`config.mk`:
```
export PLATFORM = sky130hd
export DESIGN_NAME = sc1_input_port_flat
export DESIGN_NICKNAME = d
export VERILOG_FILES = /design/src/rtl/sc1_io_pkg.sv /design/src/rtl/sc1_input_port_if.sv /design/src/rtl/sc1_debounce_bit.sv /design/src/rtl/sc1_input_port.sv /design/src/flat_wrapper.sv
export SDC_FILE = /design/constraint.sdc
export NUM_CORES = 1
export LEC_CHECK = 0
export ABC_AREA = 1
export CAP_MARGIN = 30
export CORE_ASPECT_RATIO = 1.1
export CORE_MARGIN = 1
export CORE_UTILIZATION = 48
export DETAILED_ROUTE_END_ITERATION = 10
export PLACE_DENSITY = 0.68
export RECOVER_POWER = 100
export SYNTH_ARGS = -nofsm -noshare
export SYNTH_HDL_FRONTEND = slang
export SYNTH_HIERARCHICAL = 1
export SYNTH_SLANG_ARGS = --single-unit
```
`constraint.sdc`:
```
create_clock -name clk -period 4.5 [get_ports clk]
set_input_delay 0.675 -clock clk [delete_from_list [all_inputs] [get_ports clk]]
set_output_delay 0.675 -clock clk [all_outputs]
set_load 0.01 [all_outputs]
```
`src/rtl/sc1_io_pkg.sv`:
```
// sc1 board I/O shared definitions.
// Field offsets of the port_in status word and debounce defaults.
package sc1_io_pkg;

  localparam int SW_LSB      = 0;
  localparam int KEY_LVL_LSB = 10;
  localparam int KEY_EVT_LSB = 14;

  localparam int TICK_CYCLES_DEF  = 500000;
  localparam int STABLE_TICKS_DEF = 3;

  typedef logic [2:0] db_cnt_t;

endpackage

```
`src/rtl/sc1_input_port_if.sv`:
```
// sc1 input port bundle: board pins and ack strobes in,
// registered status word out.
interface sc1_input_port_if #(
  parameter int WIDTH_REG = 32,
  parameter int N_SW      = 10,
  parameter int N_KEY     = 4
);

  logic [N_SW-1:0]      sw;
  logic [N_KEY-1:0]     key_n;
  logic [N_KEY-1:0]     ack;
  logic [WIDTH_REG-1:0] port_in;

  modport master (
    output sw,
    output key_n,
    output ack,
    input  port_in
  );

  modport slave (
    input  sw,
    input  key_n,
    input  ack,
    output port_in
  );

endinterface

```
`src/rtl/sc1_debounce_bit.sv`:
```
// One-bit synchronizer and tick-sampled debouncer.
// stable follows raw only after STABLE_TICKS differing ticks.
module sc1_debounce_bit
  import sc1_io_pkg::*;
#(
  parameter logic INIT         = 1'b0,
  parameter int   STABLE_TICKS = STABLE_TICKS_DEF
) (
  input  logic clk,
  input  logic reset,
  input  logic tick,
  input  logic raw,
  output logic stable
);

  logic [1:0] sync;
  db_cnt_t    cnt;

  always_ff @(posedge clk or posedge reset) begin
    if (reset) begin
      sync   <= {2{INIT}};
      cnt    <= '0;
      stable <= INIT;
    end else begin
      sync <= {sync[0], raw};
      if (sync[1] == stable) begin
        cnt <= '0;
      end else if (tick) begin
        if (cnt == db_cnt_t'(STABLE_TICKS - 1)) begin
          stable <= sync[1];
          cnt    <= '0;
        end else begin
          cnt <= cnt + db_cnt_t'(1);
        end
      end
    end
  end

endmodule

```
`src/rtl/sc1_input_port.sv`:
```
// sc1 input port: debounced switches/keys and sticky key
// press events presented on the CPU port_in word.
module sc1_input_port
  import sc1_io_pkg::*;
#(
  parameter int WIDTH_REG    = 32,
  parameter int N_SW         = 10,
  parameter int N_KEY        = 4,
  parameter int TICK_CYCLES  = TICK_CYCLES_DEF,
  parameter int STABLE_TICKS = STABLE_TICKS_DEF
) (
  input logic              clk,
  input logic              reset,
  sc1_input_port_if.slave  io
);

  localparam int PW =
    (TICK_CYCLES > 1) ? $clog2(TICK_CYCLES) : 1;

  logic [PW-1:0]        pre;
  logic                 tick;
  logic [N_SW-1:0]      sw_stb;
  logic [N_KEY-1:0]     key_stb;
  logic [N_KEY-1:0]     key_lvl;
  logic [N_KEY-1:0]     key_lvl_d;
  logic [N_KEY-1:0]     ack_d;
  logic [N_KEY-1:0]     evt;
  logic [N_KEY-1:0]     evt_set;
  logic [N_KEY-1:0]     evt_clr;
  logic [WIDTH_REG-1:0] word;

  assign tick = (pre == PW'(TICK_CYCLES - 1));

  always_ff @(posedge clk or posedge reset) begin
    if (reset) begin
      pre <= '0;
    end else if (tick) begin
      pre <= '0;
    end else begin
      pre <= pre + PW'(1);
    end
  end

  for (genvar i = 0; i < N_SW; i++) begin : g_sw
    sc1_debounce_bit #(
      .INIT         (1'b0),
      .STABLE_TICKS (STABLE_TICKS)
    ) u_db (
      .clk    (clk),
      .reset  (reset),
      .tick   (tick),
      .raw    (io.sw[i]),
      .stable (sw_stb[i])
    );
  end

  // Keys debounce in raw active-low sense so reset reads released.
  for (genvar i = 0; i < N_KEY; i++) begin : g_key
    sc1_debounce_bit #(
      .INIT         (1'b1),
      .STABLE_TICKS (STABLE_TICKS)
    ) u_db (
      .clk    (clk),
      .reset  (reset),
      .tick   (tick),
      .raw    (io.key_n[i]),
      .stable (key_stb[i])
    );
  end

  assign key_lvl = ~key_stb;
  assign evt_set = key_lvl & ~key_lvl_d;
  assign evt_clr = io.ack & ~ack_d;

  always_comb begin
    word = '0;
    word[SW_LSB +: N_SW]       = sw_stb;
    word[KEY_LVL_LSB +: N_KEY] = key_lvl;
    word[KEY_EVT_LSB +: N_KEY] = evt;
  end

  always_ff @(posedge clk or posedge reset) begin
    if (reset) begin
      key_lvl_d  <= '0;
      ack_d      <= '0;
      evt        <= '0;
      io.port_in <= '0;
    end else begin
      key_lvl_d  <= key_lvl;
      ack_d      <= io.ack;
      evt        <= evt_set | (evt & ~evt_clr);
      io.port_in <= word;
    end
  end

endmodule

```
`src/flat_wrapper.sv`:
```
// flat-port wrapper written by rule: the top's interface ports become plain ports
module sc1_input_port_flat import sc1_io_pkg::*;
#(
  parameter int WIDTH_REG    = 32,
  parameter int N_SW         = 10,
  parameter int N_KEY        = 4,
  parameter int TICK_CYCLES  = TICK_CYCLES_DEF,
  parameter int STABLE_TICKS = STABLE_TICKS_DEF
)
  (clk, reset, io_sw, io_key_n, io_ack, io_port_in);
  sc1_input_port_if #(.WIDTH_REG(WIDTH_REG), .N_SW(N_SW), .N_KEY(N_KEY)) io_i ();
  input logic clk;
  input logic reset;
  input wire logic [$bits(io_i.sw)-1:0] io_sw;
  input wire logic [$bits(io_i.key_n)-1:0] io_key_n;
  input wire logic [$bits(io_i.ack)-1:0] io_ack;
  output wire logic [$bits(io_i.port_in)-1:0] io_port_in;
  assign io_i.sw = io_sw;
  assign io_i.key_n = io_key_n;
  assign io_i.ack = io_ack;
  assign io_port_in = io_i.port_in;
  sc1_input_port #(.WIDTH_REG(WIDTH_REG), .N_SW(N_SW), .N_KEY(N_KEY), .TICK_CYCLES(TICK_CYCLES), .STABLE_TICKS(STABLE_TICKS)) u_core (.clk(clk), .reset(reset), .io(io_i));
endmodule
```
== Yosys cells after proc, flatten, opt, wreduce, memory -nomap -nowiden ==
Cells that the tools add are included.

* Input port bits: 20
* Word-level logic and storage cells: 184
* Output and inout bits: 32
* Bits in registers: 133

* Bitwise logic cells: 22
* Add/subtract/negate cells: 15
* Reduce and logical (&&, ||, !) cells: 28
* Eq/ne operators: 29
* Multiplexer cells: 43

{| class="wikitable"
|+ Operator list
! cell !! number
|-
| $mux W3 || 42
|-
| $add A3 B1 Y3 const B || 14
|-
| $eq A3 B2 Y1 const B || 14
|-
| $reduce_and A3 Y1 || 14
|-
| $reduce_bool A2 Y1 || 14
|-
| $add A19 B1 Y19 const B || 1
|-
| $eq A19 B19 Y1 const B || 1
|-
| $mux W19 || 1
|-
| $not A4 Y4 || 4
|-
| $eq A1 B1 Y1 || 14
|-
| $not A1 Y1 || 14
|-
| $and A4 B4 Y4 || 3
|-
| $or A4 B4 Y4 || 1
|}

== Depth between registers and ports, before layout ==
Gate-level depths: netlist (run 1).

* Depth after elaboration: 5
* Depth in mapped cells: 11
* Depth with buffers taken out: 10

== Hierarchy ==
The synthesis (run 1) kept the hierarchy.

{| class="wikitable"
|+ By module, submodules not included
! module !! instances !! sequential area each (um^2) !! area an instance (um^2) !! cells each
|-
| sc1_debounce_bit at u_core.g_sw[0].u_db ... || 10 || 150.1 || 279.0 || 35
|-
| sc1_input_port || 1 || 1126.1 || 1956.9 || 213
|-
| sc1_debounce_bit at u_core.g_key[0].u_db ... || 4 || 153.9 || 282.8 || 35
|}

== Worst setup path before layout (run 1) ==
Ideal clock, no wire load.

* Path type: register to register
* From: register u_core.pre[0]
* To: register u_core.g_sw[0].u_db.stable
* Arrival time: 1952 ps
* Clock period less this slack: 2065 ps
* Setup slack: 2435 ps
* Buffers on the path: 0
* Cell stages (with the launch flop): 11
* Path through: dfrtp_1 ha_1 nand2_1 nor2_2 nand3_1 inv_2 inv_1 nor2_1 nand2_1 nand2_1 inv_1

* Word-level cells in the longest chain between the ends: 2

{| class="wikitable"
|+ RTL lines
! item !! line !! text
|-
| from (decl) || sc1_input_port.sv:20 || <nowiki>logic [PW-1:0] pre;</nowiki>
|-
| from (signal assigned) || sc1_input_port.sv:40 || <nowiki>pre <= pre + PW'(1);</nowiki>
|-
| $eq A19 B19 Y1 || sc1_input_port.sv:32 || <nowiki>assign tick = (pre == PW'(TICK_CYCLES - 1));</nowiki>
|-
| named net u_core.tick || sc1_input_port.sv:21 || <nowiki>logic tick;</nowiki>
|-
| $reduce_and A3 Y1 (no source line) || - ||
|-
| to (signal assigned) || sc1_debounce_bit.sv:30 || <nowiki>stable <= sync[1];</nowiki>
|-
| to (decl) || sc1_debounce_bit.sv:13 || <nowiki>output logic stable</nowiki>
|}

The timed path passes the listed nets, and every way through them passes these cells.
A chain may end at the register's enable or synchronous reset.

== Worst setup path after layout (run 1) ==
* From: register u_core.pre[0]
* To: register u_core.g_sw[8].u_db.stable

* Word-level cells in the longest chain between the ends: 2

{| class="wikitable"
|+ RTL lines
! item !! line
|-
| $eq A19 B19 Y1 || sc1_input_port.sv:32
|-
| named net u_core.tick || sc1_input_port.sv:21
|-
| $reduce_and A3 Y1 (no source line) || -
|-
| to (signal assigned) || sc1_debounce_bit.sv:30
|-
| to (decl) || sc1_debounce_bit.sv:13
|}

The timed path passes the listed nets, and every way through them passes these cells.

==> flow_metrics.tcl, run 1 <==
set metrics [dict create \
    fmax_ghz 0.412 \
    hold_start "u_core/g_sw[1].u_db/sync[0]$_DFF_PP0_" \
    reg2reg_slack_ns 2.07 \
    die_y_um 118 \
    max-cap-violations 0 \
    path_clk_slew_ns 0.05 \
    critPathKind "flip-flop to flip-flop" \
    r2r_start "u_core/pre[0]$_DFF_PP0_" \
    clk_latency_ns 0.41 \
    io_buffers 37 \
    yosys_warnings 6 \
    cts_root_buf "clkbuf_16" \
    worstMarginPinSlew_ns 0.712 \
    ctsHtreeMaxLevel 4 \
    avgSynthCellArea_um2 8.36 \
    overflow 0 \
    post_cts_buffers 0 \
    hpwl_mm 7.85 \
    seqCellArea_um2 3240 \
    status "finished clean" \
    power_frac_comb_pct 2.7 \
    clock-sinks 129 \
    multi_input_area_um2 1990 \
    ys_ff_latch 129 \
    cts_made_buffers 17 \
    ys_types 25 \
    period_needed_ns 2.43 \
    rows 42 \
    first_global_vias 4493 \
    hold-path-cell-count 0 \
    switching_share_pct 19.8 \
    grt_use_total_pct 19.1 \
    floorplan.initialDensity_pct 49.1 \
    die_area_um2 12700 \
    area_growth_pct 18.2 \
    post_drt_wl_per_cell_um 11.7 \
    placed_area_um2 6410 \
    crit_fanout 59 \
    synth.yosys.seq_area_share_pct 55.2 \
    ff2ff_path_depth 11 \
    critPathArrivalTime_ns 2.74 \
    r2r-end "u_core/g_sw[8].u_db/stable$_DFFE_PP0P_" \
    internal_power_mw 2.03 \
    hold_viol 0 \
    ant_nets 0 \
    path_cells "ha_1, nand2_1, nor2_1, nand3_1, inv_1, buf_12, inv_1, nor2_1, nand2_1, nand2_1, inv_1" \
    syn_area_um2 5880 \
    syn_inst 703 \
    postLayoutCellArea_um2 6950 \
    post_cts_resized 0 \
    cp_data_required_time_ns 4.81 \
    switchingPower_uw 500 \
    coreArea_um2 12000 \
    top_layer_used "met4" \
    antenna_found_initial 0 \
    met3_length_um 483 \
    slowest_stage "inv_1" \
    cts_max_path_buffers 2 \
    crit_path_end_kind "flip-flop" \
    drt_iter0_markers 205 \
    fin_util_pct 58.0 \
    drt-pass1-iter-count 5 \
    cts_hold_buf 0 \
    drive_above_1_share_pct 6.75 \
    setup_tns_ns 0 \
    grt_max_degree 60 \
    drv_slew 0 \
    crit_path_start_kind "flip-flop" \
    die_w_um 108 \
    m1WireLength_mm 4.57 \
    antennaDiodeCount 0 \
    wl_met2_mm 5.56 \
    min_to "u_core/g_sw[1].u_db/sync[1]$_DFF_PP0_" \
    hold_path.class "flip-flop to flip-flop" \
    power.leakage_nw 3.43 \
    post-route-period-util_pct 54.0 \
    critPathMaxStageDelay_ns 0.50 \
    drt_wl_total_mm 10.8 \
    vias 4580 \
    clkPwrFrac_pct 50.4 \
    fill_cells 1047 \
    num_io_pins 52 \
    p_seq_share_pct 46.9 \
    gp_congestion 0.872 \
    cts_tree "built" \
    fin_skew_ns 0.00495 \
    peakVddDrop_mv 0.274 \
    routed_via_density 4.96 \
    drcViolationCount 0 \
    relSlewSlack_pct 52.5 \
    setup_viol 0 \
    power.density_nw_per_um2 364 \
    grt_pass1_wl_mm 18.9 \
    fin_nets 778 \
    rsz0062_at_grt "false" \
]
## routing by layer
metal	vias to the layer above	track usage [%]
met3	21	6.81
met4	0	8.65
met2	108	33.0
met5	-	0
li1	2282	-
met1	2169	20.7
## how the worst max path moves through the flow
stage | from | endpoint | slack (ns) | depth (start not counted)
floorplan | u_core/pre[0]$_DFF_PP0_ | u_core/g_sw[0].u_db/stable$_DFFE_PP0P_ | 2.43 | 10
global placement | u_core/pre[0]$_DFF_PP0_ | u_core/g_sw[5].u_db/stable$_DFFE_PP0P_ | 1.97 | 10
detailed placement | u_core/pre[0]$_DFF_PP0_ | u_core/g_sw[8].u_db/stable$_DFFE_PP0P_ | 2.34 | 11
CTS | u_core/pre[0]$_DFF_PP0_ | u_core/g_sw[8].u_db/stable$_DFFE_PP0P_ | 2.34 | 11
global route | u_core/pre[0]$_DFF_PP0_ | u_core/g_sw[9].u_db/stable$_DFFE_PP0P_ | 1.84 | 11
finish | u_core/pre[0]$_DFF_PP0_ | u_core/g_sw[8].u_db/stable$_DFFE_PP0P_ | 2.07 | 11
## critical path: cells and delay by family (launching register included)
family	cells	cell delay, ns
buffers and inverters	4	0.99
AND/OR/NAND/NOR	6	0.78
flip-flops	1	0.36
adder cells (fa/ha/maj)	1	0.18
## cell usage after synthesis (all sizes together)
cell type	number	area share [%]
nand2	188	12
inv	147	9.4
dfrtp	117	50
nand3	69	7.1
nor2	49	3.5
nand4	46	4.9
o21ai	22	1.9
a21oi	18	1.5
buf	17	2.0
dfstp	12	5.4
xor2	10	1.5
nor3	2	0.17
and2	1	0.11
conb	1	0.064
ha	1	0.21
o21bai	1	0.13
o22ai	1	0.11
xnor2	1	0.15
## cell type report
cell class | count | area share [%]
flip-flops and latches | 129 | 46.7
multi-input cells | 423 | 28.6
inverters | 147 | 7.94
clock buffers | 27 | 7.38
repair buffers | 39 | 5.91
well taps | 154 | 2.77
clock inverters | 5 | 0.720
## flip-flops by register name, summed over array words and instances, names as in the netlist, 8 cells and up
| signal | count |
|---|---|
| u_core/g_key.u_db/cnt | 12 |
| u_core/g_key.u_db/sync | 8 |
| u_core/g_sw.u_db/cnt | 30 |
| u_core/g_sw.u_db/stable | 10 |
| u_core/g_sw.u_db/sync | 20 |
| u_core/io.port_in | 15 |
| u_core/pre | 19 |
## cells by family (layout without fill, tap and decap cells)
| logic type | count (synthesis) | after routing | synth area share, % |
|---|---|---|---|
| AND/OR/NAND/NOR | 355 | 355 | 27.8 |
| buffers and inverters | 164 | 218 | 11.4 |
| flip-flops | 129 | 129 | 55.2 |
| AO/OA/AOI/OAI | 42 | 42 | 3.64 |
| XOR/XNOR | 11 | 11 | 1.64 |
| adder cells (fa/ha/maj) | 1 | 1 | 0.213 |
| other | 1 | 14 | 0.0638 |
## per-stage QoR
step | total power [mW] | worst slack [ns] | hold slack (ns) | std cells
6_report | 2.53 | 2.07 | 0.345 | 924
3_3_place_gp | 1.27 | 1.97 | 0.334 | 890
5_1_grt | 2.63 | 1.84 | 0.353 | 924
4_1_cts | 2.57 | 2.34 | 0.347 | 924
3_5_place_dp | 1.28 | 2.34 | 0.336 | 892
2_1_floorplan | 1.25 | 2.43 | 0.331 | 716
## placed cells by master (no fill, tap or decap), types with 2 or more instances in the layout
| master | synthesis | layout |
|---|---|---|
| dfstp_2 | 12 | 8 |
| clkbuf_16 | 0 | 17 |
| o21ai_0 | 8 | 8 |
| nand4_1 | 46 | 46 |
| dfrtp_1 | 117 | 117 |
| conb_1 | 1 | 14 |
| nand3_1 | 55 | 55 |
| nand2_1 | 186 | 188 |
| nand3_2 | 14 | 14 |
| nor2_1 | 42 | 48 |
| o21ai_1 | 14 | 14 |
| nor3_1 | 2 | 2 |
| clkbuf_1 | 0 | 5 |
| clkinv_2 | 0 | 4 |
| inv_1 | 146 | 147 |
| xor2_1 | 10 | 10 |
| a21oi_1 | 18 | 18 |
| clkbuf_8 | 0 | 5 |
| dlygate4sd3_1 | 0 | 37 |
| buf_12 | 0 | 2 |
| dfstp_1 | 0 | 4 |
## power groups by stage
stage               combinational (mW)  clock (mW)  sequential [mW]
detailed placement              0.0728           0             1.20
finish                          0.0677        1.27             1.18
CTS                             0.0729        1.31             1.18
floorplan                       0.0493           0             1.20
global route                    0.0787        1.37             1.19
global placement                0.0687           0             1.20
(Power assumes the default switching activity.)
==> run 2: changes to the inputs <==
clock period = 2.3 ns   (was 4.5 ns; I/O delays follow)
==> run 2 against run 1 <==
Net effect: hold slack worse by 0.0072 ns; combinational power increased by 91%; core utilization increased by 0.44 points; critical path type unchanged; wire length shrank 3.8%; first-iteration DRC count increased by 26%; clock-buffer cell count is 1 lower; largest cell class unchanged; highest routed layer unchanged; flip-flop and latch count unchanged; sequential power rose by 97%; largest power group unchanged; final cell count rose by 0.22%.
==> flow_metrics.tcl, run 2 (synthesized netlist as in run 1, its figures left out) <==
set metrics [dict create \
    status "finished clean" \
    critPathKind "flip-flop to flip-flop" \
    hold_path.class "flip-flop to flip-flop" \
    gp_congestion 0.927 \
    p_seq_share_pct 45.0 \
    fin_nets 780 \
    post_cts_resized 0 \
    rsz0062_at_grt "false" \
    r2r_start "u_core/pre[0]$_DFF_PP0_" \
    num_io_pins 52 \
    drive_above_1_share_pct 7.12 \
    power.leakage_nw 3.45 \
    postLayoutCellArea_um2 7000 \
    reg2reg_slack_ns 0.40 \
    setup_viol 0 \
    io_buffers 37 \
    grt_pass1_wl_mm 18.6 \
    ant_nets 0 \
    clk_latency_ns 0.42 \
    placed_area_um2 6440 \
    post_drt_wl_per_cell_um 11.3 \
    hold_start "u_core/g_sw[3].u_db/sync[0]$_DFF_PP0_" \
    hpwl_mm 7.44 \
    fin_util_pct 58.4 \
    area_growth_pct 19.1 \
    cts_root_buf "clkbuf_16" \
    antenna_found_initial 1 \
    drv_slew 0 \
    setup_tns_ns 0 \
    power.density_nw_per_um2 735 \
    cts_hold_buf 0 \
    peakVddDrop_mv 0.532 \
    fmax_ghz 0.526 \
    die_y_um 118 \
    cts_tree "built" \
    routed_via_density 4.88 \
    crit_path_end_kind "flip-flop" \
    grt_max_degree 41 \
    hold_viol 0 \
    grt_use_total_pct 18.6 \
    regMostFlops "u_core/g_sw.u_db/cnt" \
    period_needed_ns 1.90 \
    die_w_um 108 \
    rows 42 \
    r2r-end "u_core/g_sw[4].u_db/stable$_DFFE_PP0P_" \
    die_area_um2 12700 \
    drt-pass1-iter-count 5 \
    antennaDiodeCount 0 \
    crit_path_start_kind "flip-flop" \
    largest_reg_flops 30 \
    cp-endpoint "u_core/g_sw[4].u_db/stable$_DFFE_PP0P_" \
    critPathLaunch "u_core/pre[0]$_DFF_PP0_" \
    reg_top3 "u_core/g_sw.u_db/cnt: 30 flops, u_core/g_sw.u_db/sync: 20 flops, u_core/pre: 19 flops" \
    post-route-period-util_pct 82.7 \
    cts_max_path_buffers 2 \
    ff2ff_path_depth 11 \
    switchingPower_uw 988 \
    clock-sinks 129 \
    ctsHtreeMaxLevel 4 \
    drcViolationCount 0 \
    crit_fanout 40 \
    mostFrequentLayoutCells "187 x nand2_1, 146 x inv_1, 117 x dfrtp_1" \
    worstMarginPinSlew_ns 0.800 \
    path_clk_slew_ns 0.05 \
    floorplan.initialDensity_pct 49.1 \
    drt_iter0_markers 259 \
    relSlewSlack_pct 46.7 \
    post_cts_buffers 0 \
    power_frac_comb_pct 2.5 \
    switching_share_pct 19.2 \
    critPathArrivalTime_ns 2.21 \
    internal_power_mw 4.16 \
    max-cap-violations 0 \
    overflow 0 \
    vias 4522 \
    coreArea_um2 12000 \
    first_global_vias 4381 \
    drt_wl_total_mm 10.4 \
    cts_made_buffers 17 \
    fin_skew_ns 0.00962 \
    mostFrequentLayoutCell "nand2_1" \
    clkPwrFrac_pct 52.5 \
    cp_data_required_time_ns 2.61 \
]
-- run 2: cell types whose count changed in the layout (fill, tap and decap cells not counted) --
cell	previous run	this run
clkbuf_2	0	1
clkbuf_1	5	6
inv_2	0	1
nand2_2	0	1
clkbuf_8	5	4
bufinv_16	1	3
nand2_1	188	187
clkinv_2	4	3
inv_1	147	146
-- run 2: layout make-up --
class                      instances  area (um^2)
clock buffer                      26          499
inverter                         147          552
fill                            1018         4980
sequential                       129         3240
tap                              154          193
multi-input combinational        423         1990
clock inverter                     6          105
timing repair buffer              41          419
-- run 2: routing by layer --
metal	wire [um]	global-route usage, %
met5	0	0
met4	232	9.33
met3	467	4.32
met2	5130	30.4
met1	4590	22.8
-- run 2: critical path: stages, from the launching register on --
cell	delay [ns]
dfrtp_1	0.37
ha_1	0.18
nand2_1	0.07
nor2_1	0.22
nand3_1	0.22
inv_2	0.16
buf_12	0.20
inv_1	0.11
nor2_1	0.11
nand2_1	0.06
nand2_1	0.06
inv_1	0.04
-- run 2: worst min-delay path by stage --
stage	end	slack [ns]	depth (start not counted)
4_1_cts	u_core/io.port_in[9]$_DFF_PP0_	0.27	2
3_3_place_gp	u_core/g_sw[2].u_db/sync[1]$_DFF_PP0_	0.34	0
5_1_grt	u_core/g_sw[6].u_db/sync[1]$_DFF_PP0_	0.35	0
2_1_floorplan	u_core/g_key[0].u_db/cnt[0]$_DFFE_PP0P_	0.13	1
6_report	u_core/g_sw[3].u_db/sync[1]$_DFF_PP0_	0.34	0
3_5_place_dp	u_core/g_sw[3].u_db/sync[1]$_DFF_PP0_	0.34	0
-- run 2: through the flow --
step	instances	worst slack [ns]	power, mW	hold slack (ns)
after floorplan	716	0.235	2.45	0.134
after global placement	894	0.547	2.49	0.335
after detailed placement	894	0.463	2.50	0.336
after CTS	926	0.457	5.24	0.269
after global routing	926	0.137	5.34	0.353
final	926	0.397	5.14	0.338
-- run 2: power groups by stage --
stage,Clock (mW),Combinational (mW),Sequential [mW]
after global placement,0,0.139,2.35
after floorplan,0,0.0964,2.35
final,2.70,0.129,2.32
after detailed placement,0,0.143,2.35
after CTS,2.77,0.144,2.32
after global routing,2.87,0.151,2.32
==> run 3: changes to the inputs <==
clock period = 1.9 ns   (was 2.3 ns; I/O delays follow)
==> run 3 against run 2 <==
Net effect: global-route usage increased by 0.83 points; critical path depth is the same; sequential share of layout area fell by 0.24 points; hold slack better by 0.0074 ns; core utilization is 0.30 points higher; die area unchanged; power is 13% higher; via count up 1.7%; first-iteration DRC count down 14%; clock skew is 0.0055 ns lower; final cell count increased by 1.1%; critical endpoint is now u_core/g_sw[6].u_db/stable$_DFFE_PP0P_; largest cell class unchanged; largest power group unchanged; highest routed layer unchanged.
==> flow_metrics.tcl, run 3 (synthesized netlist as in run 1, its figures left out) <==
set metrics [dict create \
    status "finished clean" \
    dp.cells 902 \
    area_growth_pct 19.7 \
    reg_top3 "u_core/g_sw.u_db/cnt: 30 flops, u_core/g_sw.u_db/sync: 20 flops, u_core/pre: 19 flops" \
    mostFrequentLayoutCell "nand2_1" \
    multi_input_area_um2 2000 \
    mostFrequentLayoutCells "188 x nand2_1, 145 x inv_1, 117 x dfrtp_1" \
    path_clk_slew_ns 0.05 \
    first_global_vias 4581 \
    setup_viol 0 \
    peakVddDrop_mv 0.568 \
    worst_path_most_repeated_cell "nand2_1" \
    crit_path_start_kind "flip-flop" \
    fmax_ghz 0.588 \
    power.leakage_nw 3.46 \
    drcViolationCount 0 \
    cp_data_required_time_ns 2.21 \
    crit_fanout 20 \
    fin_cells 936 \
    die_w_um 108 \
    fin_skew_ns 0.00413 \
    drv_slew 0 \
    path_buf_inv 4 \
    drt_wl_total_mm 11.0 \
    fin_util_pct 58.7 \
    clk_latency_ns 0.41 \
    fin_hold_ws_ns 0.345 \
    p_total_mw 5.82 \
    fill_cells 1046 \
    setup_ws_ns 0.198 \
    ant_nets 0 \
    floorplan.initialDensity_pct 49.1 \
    grt_max_degree 39 \
    placed_area_um2 6500 \
    rsz0062_at_grt "false" \
    path_cells "ha_1, nand2_1, nor2_4, nand3_2, clkinv_4, buf_12, inv_1, nor2_1, nand2_1, nand2_1, inv_1" \
    num_io_pins 52 \
    vias 4598 \
    ff2ff_path_depth 11 \
    hold_start "u_core/g_sw[5].u_db/sync[0]$_DFF_PP0_" \
    coreArea_um2 12000 \
    largest_reg_flops 30 \
    slowest_stage "dfrtp_1" \
    seqCellArea_um2 3240 \
    r2r_start "u_core/pre[0]$_DFF_PP0_" \
    relSlewSlack_pct 40.6 \
    overflow 0 \
    rows 42 \
    hold_viol 0 \
    min_to "u_core/g_sw[5].u_db/sync[1]$_DFF_PP0_" \
    r2r-end "u_core/g_sw[6].u_db/stable$_DFFE_PP0P_" \
    grt_use_total_pct 19.4 \
    crit_path_end_kind "flip-flop" \
    cts_tree "built" \
    die_area_um2 12700 \
    critPathArrivalTime_ns 2.01 \
    critPathMaxStageDelay_ns 0.37 \
    cts_root_buf "clkbuf_16" \
    period_needed_ns 1.70 \
    post_drt_wl_per_cell_um 11.8 \
    setup_tns_ns 0 \
    hold_path.class "flip-flop to flip-flop" \
    regMostFlops "u_core/g_sw.u_db/cnt" \
    detailedPlace.worstSlack_ns 0.0124 \
    io_buffers 37 \
    hpwl_mm 7.64 \
    hold-path-cell-count 0 \
    post-route-period-util_pct 89.6 \
    path_delay_family "simple AND/OR/NAND/NOR gates" \
    antenna_found_initial 0 \
    fin_nets 790 \
    cts_hold_buf 0 \
    drive_above_1_share_pct 7.67 \
    cts_max_path_buffers 2 \
    ctsHtreeMaxLevel 4 \
    postLayoutCellArea_um2 7040 \
    drt_iter0_markers 222 \
    antennaDiodeCount 0 \
    drt-pass1-iter-count 5 \
    gp_congestion 0.848 \
    routed_via_density 4.91 \
    clock-sinks 129 \
    grt_pass1_wl_mm 19.3 \
    power.density_nw_per_um2 827 \
    max-cap-violations 0 \
    cts_made_buffers 17 \
    critPathKind "flip-flop to flip-flop" \
    die_y_um 118 \
    worstMarginPinSlew_ns 0.892 \
    reg2reg_slack_ns 0.20 \
]
==> run 3: cell count changes in the layout (fill, tap and decap cells not counted), sizes merged <==
cell,before,now
clkbuf,28,36
inv,147,145
clkinv,3,2
bufinv,3,0
buf,2,10
==> run 3: area by class of cell <==
type	count	area share, %
Multi-Input combinational cell	423	28.4
Sequential cell	129	46.1
Clock buffer	32	7.41
Tap cell	154	2.74
Timing Repair Buffer	51	7.40
Inverter	147	7.91
==> run 3: how the worst max path moves through the flow <==
stage / startpoint / to / slack, ns / depth (start not counted)
floorplan: u_core/pre[0]$_DFF_PP0_ / u_core/g_sw[0].u_db/stable$_DFFE_PP0P_ / 0.06 / 10
global placement: u_core/pre[0]$_DFF_PP0_ / u_core/g_sw[9].u_db/stable$_DFFE_PP0P_ / 0.08 / 11
detailed placement: u_core/pre[0]$_DFF_PP0_ / u_core/g_sw[9].u_db/stable$_DFFE_PP0P_ / 0.01 / 11
CTS: u_core/pre[0]$_DFF_PP0_ / u_core/g_sw[9].u_db/stable$_DFFE_PP0P_ / 0.001 / 11
global route: u_core/pre[6]$_DFF_PP0_ / u_core/g_sw[9].u_db/stable$_DFFE_PP0P_ / 0.01 / 11
finish: u_core/pre[0]$_DFF_PP0_ / u_core/g_sw[6].u_db/stable$_DFFE_PP0P_ / 0.20 / 11
==> run 3: power by group <==
| group | total (mW) | internal (mW) | switching, mW |
|---|---|---|---|
| clock network | 2.85 | 1.81 | 1.05 |
| registers | 2.81 | 2.79 | 0.0131 |
| logic | 0.159 | 0.0440 | 0.115 |
==> run 3: per-layer routing <==
metal	track usage [%]	vias up	share of wire, %
li1	-	2300	-
met1	22.5	2187	43
met2	32.7	92	51
met3	5.76	19	4.0
met4	9.08	0	1.9
met5	0	-	0
==> run 3: what timing repair did <==
item / CTS / global route
gates resized for setup: 0 / 4
endpoints found under the setup margin: 0 / 27
buffers inserted: 0 / 1
==> edit (settings of run 2) <==
`INIT` is set to 1'b0 in 2 places; all go to 1'b1.
--- a/src/rtl/sc1_debounce_bit.sv
+++ b/src/rtl/sc1_debounce_bit.sv
@@ -5,3 +5,3 @@
 #(
-  parameter logic INIT         = 1'b0,
+  parameter logic INIT         = 1'b1,
   parameter int   STABLE_TICKS = STABLE_TICKS_DEF
--- a/src/rtl/sc1_input_port.sv
+++ b/src/rtl/sc1_input_port.sv
@@ -45,3 +45,3 @@
     sc1_debounce_bit #(
-      .INIT         (1'b0),
+      .INIT         (1'b1),
       .STABLE_TICKS (STABLE_TICKS)
Formal check against the unedited RTL: not equivalent (a bounded check fails within 4 cycles, from zero or initial values and one cycle with reset high).
==> edit against run 2 <==
- area after synthesis up 0.64%
- clock power is 8.5% lower
- sequential share of layout area increased by 0.62 points
- worst setup slack worse by 140 ps
- power shrank 4.2%
- final area decreased by 0.18%
- sequential cell count did not move
- wire length up 1.5%
- worst hold slack better by 15 ps
==> edit: results (changes against run 2) <==
- Global-route usage over all layers: 0.1861 (about the same)
- Routed len/inst: 11.43 um (+1.6%)
- Post-synth ARST share: 1.000 (unchanged)
- DRT iter0 DRCs: 185 (-29%)
- Share of cells above drive strength 1: 0.1025 (+0.03122)
- Hold-fix buffers, CTS: 0 (unchanged)
- Top cells by area, synth: dfrtp_1, dfstp_2, nand2_1
- Vias post-DR: 4620 (+2.2%)
- Worst Hold Depth: 0 (unchanged)
- Worst EP arrival: 2390 ps (+180 ps)
- Nets: 780 (unchanged)
- Max Cap Viol: 0 (unchanged)
- Critical path fanouts, max: 44 (+10%)
- R2R Path End: u_core/g_sw[5].u_db/stable$_DFFE_PP1P_
- Worst Hold Endpoint: u_core/g_key[1].u_db/sync[1]$_DFF_PP1_
- Worst reg-to-reg path cell count: 11 (unchanged)
- Root Driver: clkbuf_16
- Slew margin rel.: 0.4234 (-0.04344)
- Seq/Total Area, Yosys: 0.5546 (+0.002844)
- Met3 Use GR: 0.05240 (+0.009210)
- Outcome: completed
- Largest net degree at the start of global routing: 45 (+9.8%)
- Vias in the first global route: 4362 (-0.43%)
- Switching part of the total: 0.1993 (+0.007142)
- Place WS: 262.3 ps (-201.0 ps)
- Met1 usage: 0.2173 (-0.01107)
- Routability-driven placement congestion ratio: 0.8708 (-6.0%)
- Max clock buf depth: 2 (unchanged)
- Commonest cells in the synthesized netlist: nand2_1, inv_1, dfrtp_1
- Maximum vdd drop: 406.5 uV (-24%)
- Global Route met2 Usage: 0.3109 (+0.006410)
- HPWL after DPL: 7.502 mm (+0.77%)
- CTS Buf Count: 17 (unchanged)
- Clock skew: 4.502 ps (-5.123 ps)
- Critical R2R Launch: u_core/pre[0]$_DFF_PP0_
- Startpoint types: flop
- Filler instances: 1027 (+0.88%)
- Placed inst area: 0.006462 mm2 (+0.39%)
- First-pass GRT wire length: 18.50 mm (-0.71%)
- Hold path start: u_core/g_key[1].u_db/sync[0]$_DFF_PP1_
- Worst-Skew Late Latency: 420 ps (about the same)
- Leak: 0.003382 uW (-2.0%)
edit: layer usage:
layer	wire length (um)	up-vias
met3	398	18
met4	211	2
met5	13	-
li1	-	2282
met2	5300	91
met1	4652	2227
edit: power groups by stage:
| stage | logic (uW) | registers, uW | clock network, uW |
|---|---|---|---|
| finish | 129 | 2330 | 2470 |
| global route | 152 | 2330 | 2630 |
| CTS | 145 | 2330 | 2540 |
| detailed placement | 144 | 2370 | 0 |
| global placement | 140 | 2370 | 0 |
| floorplan | 96.0 | 2370 | 0 |
edit: worst max-delay path by stage:
stage	to	slack, ps	depth (start not counted)
2_1_floorplan	u_core/g_key[0].u_db/stable$_DFFE_PP1P_	270	10
3_3_place_gp	u_core/g_sw[5].u_db/stable$_DFFE_PP1P_	390	11
3_5_place_dp	u_core/g_sw[1].u_db/stable$_DFFE_PP1P_	260	11
4_1_cts	u_core/g_sw[1].u_db/stable$_DFFE_PP1P_	250	11
5_1_grt	u_core/g_sw[4].u_db/stable$_DFFE_PP1P_	70	11
6_report	u_core/g_sw[5].u_db/stable$_DFFE_PP1P_	260	11
edit: through the flow:
step	cells	hold slack [ps]
finish	925	353.2
global route	925	358.8
CTS	925	316.9
detailed placement	894	346.8
global placement	894	345.6
floorplan	716	133.8
edit: final cells by class:
type	count	area, um2	area share
inverters	147	551.8	0.07896
clock buffers	26	539.3	0.07717
repair buffers	41	406.6	0.05819
clock inverters	5	25.02	0.003581
flip-flops and latches	129	3281	0.4695
well taps	154	192.7	0.02757
multi-input cells	423	1992	0.2850
edit: critical path, stage by stage, from the launching register on:
cell and delay, ps:
dfrtp_1 360, ha_1 200, nand2_1 90, nor2_2 160
nand3_1 190, inv_2 310, buf_12 250, inv_1 120
nor2_1 120, nand2_1 60, nand2_1 60, inv_1 40
edit: cells by family (layout without fill, tap and decap cells):
group,after synthesis,after routing,share of synthesized area
buffers and inverters,164,219,0.1136
AND/OR/NAND/NOR,355,355,0.2766
AO/OA/AOI/OAI,42,42,0.03617
adder cells (fa/ha/maj),1,1,0.002115
flip-flops,129,129,0.5546
other,1,14,0.0006339
XOR/XNOR,11,11,0.01629
